`config.mk`:
```
export PLATFORM = sky130hd
export DESIGN_NAME = serial_sub
export DESIGN_NICKNAME = d
export VERILOG_FILES = /design/src/rtl/serial_sub_pkg.sv /design/src/rtl/serial_sub_fs.sv /design/src/rtl/serial_sub.sv
export SDC_FILE = /design/constraint.sdc
export NUM_CORES = 1
export LEC_CHECK = 0
export ABC_AREA = 1
export ABC_CLOCK_PERIOD_IN_PS = 1900
export BUFFER_PORTS_ARGS = -buffer_cell sky130_fd_sc_hd__buf_4
export CORE_MARGIN = 8
export CORE_UTILIZATION = 62
export CTS_BUF_LIST = sky130_fd_sc_hd__clkbuf_4 sky130_fd_sc_hd__clkbuf_8
export CTS_CLUSTER_DIAMETER = 50
export DETAILED_ROUTE_END_ITERATION = 10
export PLACE_DENSITY_LB_ADDON = 0.12
export SLEW_MARGIN = 20
export SYNTH_ARGS = -nofsm -noshare
export SYNTH_HDL_FRONTEND = slang
export SYNTH_HIERARCHICAL = 1
export SYNTH_SLANG_ARGS = --single-unit
```
`constraint.sdc`:
```
create_clock -name clk -period 1.9 [get_ports clk]
set_input_delay 0.19 -clock clk [delete_from_list [all_inputs] [get_ports clk]]
set_output_delay 0.19 -clock clk [all_outputs]
set_load 0.02 [all_outputs]
```
`src/rtl/serial_sub_pkg.sv`:
```
// Shared types and constants for the bit-serial subtractor.
package serial_sub_pkg;

  typedef enum logic [1:0] {
    IDLE  = 2'd0,
    SHIFT = 2'd1,
    DONE  = 2'd2
  } state_t;

  localparam int unsigned DEFAULT_WIDTH = 8;

endpackage

```
`src/rtl/serial_sub_fs.sv`:
```
// Single-bit full subtractor: d = a - b - bin, with borrow out.
module fs (
  input  logic a,
  input  logic b,
  input  logic bin,
  output logic d,
  output logic bout
);

  assign d    = a ^ b ^ bin;
  assign bout = (~a & b) | (~a & bin) | (b & bin);

endmodule

```
`src/rtl/serial_sub.sv`:
```
// Bit-serial subtractor: one bit pair per clock, LSB first, result a-b with
// unsigned borrow and signed overflow flags.
module serial_sub
  import serial_sub_pkg::*;
#(
  parameter int unsigned WIDTH = DEFAULT_WIDTH
) (
  input  logic             clk,
  input  logic             rst_n,
  input  logic             start,
  input  logic [WIDTH-1:0] a,
  input  logic [WIDTH-1:0] b,
  output logic             busy,
  output logic             done,
  output logic [WIDTH-1:0] d,
  output logic             bo,
  output logic             ov
);

  localparam int unsigned CW = $clog2(WIDTH + 1);

  state_t           state, state_nx;
  logic [WIDTH-1:0] a_sr, b_sr, res_sr, res_nx;
  logic             borrow;
  logic             a_msb, b_msb;
  logic [CW-1:0]    cnt;
  logic             cell_d, cell_bout;
  logic             last_bit;

  fs u_fs (
    .a    (a_sr[0]),
    .b    (b_sr[0]),
    .bin  (borrow),
    .d    (cell_d),
    .bout (cell_bout)
  );

  assign last_bit = (cnt == CW'(WIDTH - 1));
  assign res_nx   = {cell_d, res_sr[WIDTH-1:1]};

  always_ff @(posedge clk or negedge rst_n) begin
    if (!rst_n) begin
      state <= IDLE;
    end else begin
      state <= state_nx;
    end
  end

  always_comb begin
    state_nx = state;
    case (state)
      IDLE:    if (start) state_nx = SHIFT;
      SHIFT:   if (last_bit) state_nx = DONE;
      DONE:    state_nx = IDLE;
      default: state_nx = IDLE;
    endcase
  end

  // Status flags are flops that track the upcoming state, so they line up
  // with the state register without any input-to-output combinational path.
  always_ff @(posedge clk or negedge rst_n) begin
    if (!rst_n) begin
      busy <= 1'b0;
      done <= 1'b0;
    end else begin
      busy <= (state_nx == SHIFT);
      done <= (state_nx == DONE);
    end
  end

  always_ff @(posedge clk or negedge rst_n) begin
    if (!rst_n) begin
      a_sr   <= '0;
      b_sr   <= '0;
      res_sr <= '0;
      borrow <= 1'b0;
      cnt    <= '0;
      a_msb  <= 1'b0;
      b_msb  <= 1'b0;
      d      <= '0;
      bo     <= 1'b0;
      ov     <= 1'b0;
    end else begin
      case (state)
        IDLE: begin
          if (start) begin
            a_sr   <= a;
            b_sr   <= b;
            res_sr <= '0;
            borrow <= 1'b0;
            cnt    <= '0;
            a_msb  <= a[WIDTH-1];
            b_msb  <= b[WIDTH-1];
          end
        end
        SHIFT: begin
          a_sr   <= a_sr >> 1;
          b_sr   <= b_sr >> 1;
          res_sr <= res_nx;
          borrow <= cell_bout;
          cnt    <= cnt + CW'(1);
          // Final bit: publish the assembled difference directly from res_nx.
          if (last_bit) begin
            d  <= res_nx;
            bo <= cell_bout;
            ov <= (a_msb ^ b_msb) & (res_nx[WIDTH-1] ^ a_msb);
          end
        end
        default: ;
      endcase
    end
  end

endmodule

```
==> results.md <==
* I/O pin count at 31
* Clock Tree Root: clkbuf_4
* # diodes at 0
* Top cells by area, synth: dfrtp_1, nand2_1, nand3_1
* Final ANT Viol Nets at 0
* Area leader, netlist: dfrtp_1
* Iter 0 DRT Violations at 182
* VDD IR max at 1050 uV
* Post-synthesis cell type count at 18
* Register area share after synthesis at 59.2%
* Crit share post-route at 76.3%
* Placed cell count at 267
* Vias in the first global route at 1,526
* Unrepaired setup endpoints after global routing: false
* Final core occ at 74.0%
* Drt first pass iters at 4
* Fin. max-slew vios at 0
* Post-synth top cells: nand2_1, nand3_1, dfrtp_1
* Top-area cell type share of the netlist area at 59.2%
* Grt met2 use at 25.8%
* Hold crit path type: in2reg
* Slew margin rel. at 56.8%
* Hold Vio Cnt, Final at 0
* FFs w/ async S/R, synth at 100%
* Multiplexer share of the synthesized area at 0%
* Setup TNS at 0 ns
* Fill cell total of the finished layout at 229
* Total global routing overflow at 0
* Synthesis-to-finish area growth at 17.6%
* Primary FF master, synth: dfrtp_1
* Gpl congestion at 0.774
* Final setup margin at 0.450 ns
* Leak pwr at 1.16 nW
* FF-to-FF setup slack at 0.45 ns
* Vias/cell at 5.41
* WL/cell at 13.7 um
* Residual DRC count at 0
* Core Area at 2950 sq um
* # port buffers at 30
* CTS sink cnt at 44
* Post-synthesis compound-gate area fraction at 1.62%
* Warnings, synthesis at 6
* Clock Latency Late Sink at 0.35 ns
* Post-Layout Cell Count at 276
* Crit Path Category: reg2reg
* # rows at 20
* Drt total wl at 3790 um
* Mean Syn Cell Area at 8.85 sq um
* Yosys reg bits at 44
* First-pass GRT wire length at 6640 um
* Hold depth at 3
* Post-layout net count at 263
* CP Capture Type: flip-flop
* Min Tclk post-route at 1.45 ns
* Largest family of logic cells by synthesized area: simple AND/OR/NAND/NOR gates
* Grt met1 use at 20.2%
* Simple-Gate Fraction of Synth Area at 32.6%
* Syn nets at 231
* Num CTS Buffers at 5
* H-Tree Depth at 2
* Crit-path max cell delay at 0.43 ns
* GR peak layer: met2
* CP max-delay cell: dfrtp_1
* Proportion of layout cells with a drive suffix above 1 at 20.2%
* DP HPWL at 2550 um
* Fmax at 690 MHz
* Worst Setup Start Kind: flip-flop
* Crit-path max FO at 13
* CTS Buffer Depth at 2
* Power Density at 1660 nW/um^2
* Initial Util at 63.0%
* Worst Max-Slew Pin Slew at 0.647 ns
* Via count at 1,493
* Most Frequent Cell on Critical Path: nand2_1
* Final setup violation count at 0
* Die ar. at 5010 sq um
* CP cell instances: ha_1, nand3_1, nor2_2, nand2_1, nand2_1
* Status: complete, no violations
* GRT met3 Usage at 5.37%
* Antenna violations before repair at 0
* Worst Skew at 0.0142 ns
* Crit path DAT at 1.74 ns
* Critical Path RT at 2.19 ns
* Reg2Reg Depth at 5
* Most numerous cell in the Yosys netlist: nand2_1
* Area of the mapped netlist at 1860 sq um
* EDFF count, synth at 0
* Post-synthesis adder-cell area fraction at 1.75%
* Max-cap violations at 0
* GRT Overall Usage at 16.1%
* Mapped Cells at 210
* Die Span Y at 70.8 um
* Largest net degree at the start of global routing at 45
* Die width at 70.8 um
* CTS tree: done
* Pre-CTS setup slack at 0.510 ns
* Xor and xnor area share after synthesis at 0%
* Worst-path clk slew at 0.14 ns
## critical path, delay by kind of cell (launching register included)
family                     cells  cell delay, ns
and+or+nand+nor                4            0.75
DFF                            1            0.43
adders and majority gates      1            0.21
## logic make-up (layout without fill, tap and decap cells)
logic type,Yosys count,count (layout)
AOI/OAI and AO/OA,6,6
adders and majority gates,2,2
buffers and inverters,17,50
DFF,44,44
and+or+nand+nor,141,141
## cell usage in the layout (no fill, tap or decap)
cell type / netlist / routed
nand2_1: 85 / 85
nand3_1: 46 / 46
dfrtp_1: 44 / 44
buf_4: 1 / 34
inv_1: 5 / 5
clkbuf_4: 0 / 5
o21ai_0: 4 / 4
nand2_2: 3 / 3
nor2_1: 3 / 3
inv_2: 2 / 2
nor2_2: 2 / 2
a21oi_1: 2 / 2
nand3b_1: 1 / 1
nand4_1: 1 / 1
ha_1: 1 / 1
inv_6: 0 / 1
clkinvlp_4: 0 / 1
bufinv_16: 0 / 1
dlygate4sd3_1: 0 / 1
fa_1: 1 / 1
## per-layer routing
layer  up-vias  wire [um]
met4         0         19
met1       719       1780
met5         -          0
met3         2        199
met2        30       1800
li1        742          -
## registers in the layout, indices dropped and copies added (netlist names)
register / cells
a_msb: 1
a_sr: 8
b_msb: 1
b_sr: 8
bo: 1
borrow: 1
busy: 1
cnt: 4
d: 8
done: 1
ov: 1
res_sr: 7
state: 2
## worst paths after layout
| check | startpoint | to |
|---|---|---|
| min in group asynchronous | rst_n | b_sr[3]$_DFFE_PN0P_ |
| hold / removal | b[4] | b_sr[4]$_DFFE_PN0P_ |
| setup reg to reg | cnt[0]$_DFFE_PN0P_ | ov$_DFFE_PN0P_ |
| hold reg to reg | d[1]$_DFFE_PN0P_ | d[1]$_DFFE_PN0P_ |
| max in group asynchronous | rst_n | a_msb$_DFFE_PN0P_ |
| setup / recovery | cnt[0]$_DFFE_PN0P_ | ov$_DFFE_PN0P_ |
## timing repair
| item | CTS | global route |
|---|---|---|
| gates resized for setup | 0 | 0 |
| setup endpoints to repair | 0 | 0 |
| buffers inserted | 0 | 0 |
| endpoints found under the hold margin | 44 | 0 |
| hold buffers | 1 | 0 |
## power by group
| part | leakage [nW] | total [mW] | internal, mW | switching [mW] |
|---|---|---|---|---|
| sequential | 0.563 | 1.59 | 1.33 | 0.264 |
| clock | 0.0418 | 0.597 | 0.281 | 0.316 |
| combinational | 0.554 | 1.45 | 0.551 | 0.896 |
| total | 1.16 | 3.64 | 2.16 | 1.48 |
## stage by stage
stage | hold slack, ns | total power, mW | cell area (sq um)
global route | 0.0327 | 3.91 | 2190
global placement | 0.202 | 3.00 | 2090
CTS | 0.0315 | 3.67 | 2190
floorplan | -0.106 | 2.59 | 1860
detailed placement | 0.212 | 3.06 | 2090
finish | 0.0366 | 3.64 | 2190
## cell type report
type                            count  area [sq um]  share of cell area [%]
Clock inverter                      3          46.3                    2.12
Multi-Input combinational cell    149           668                    30.6
Sequential cell                    44          1100                    50.4
Timing Repair Buffer               35           265                    12.1
Tap cell                           33          41.3                    1.89
Inverter                            7          26.3                    1.20
Clock buffer                        5          37.5                    1.72
Note: power is estimated with default switching activity, not from simulation.
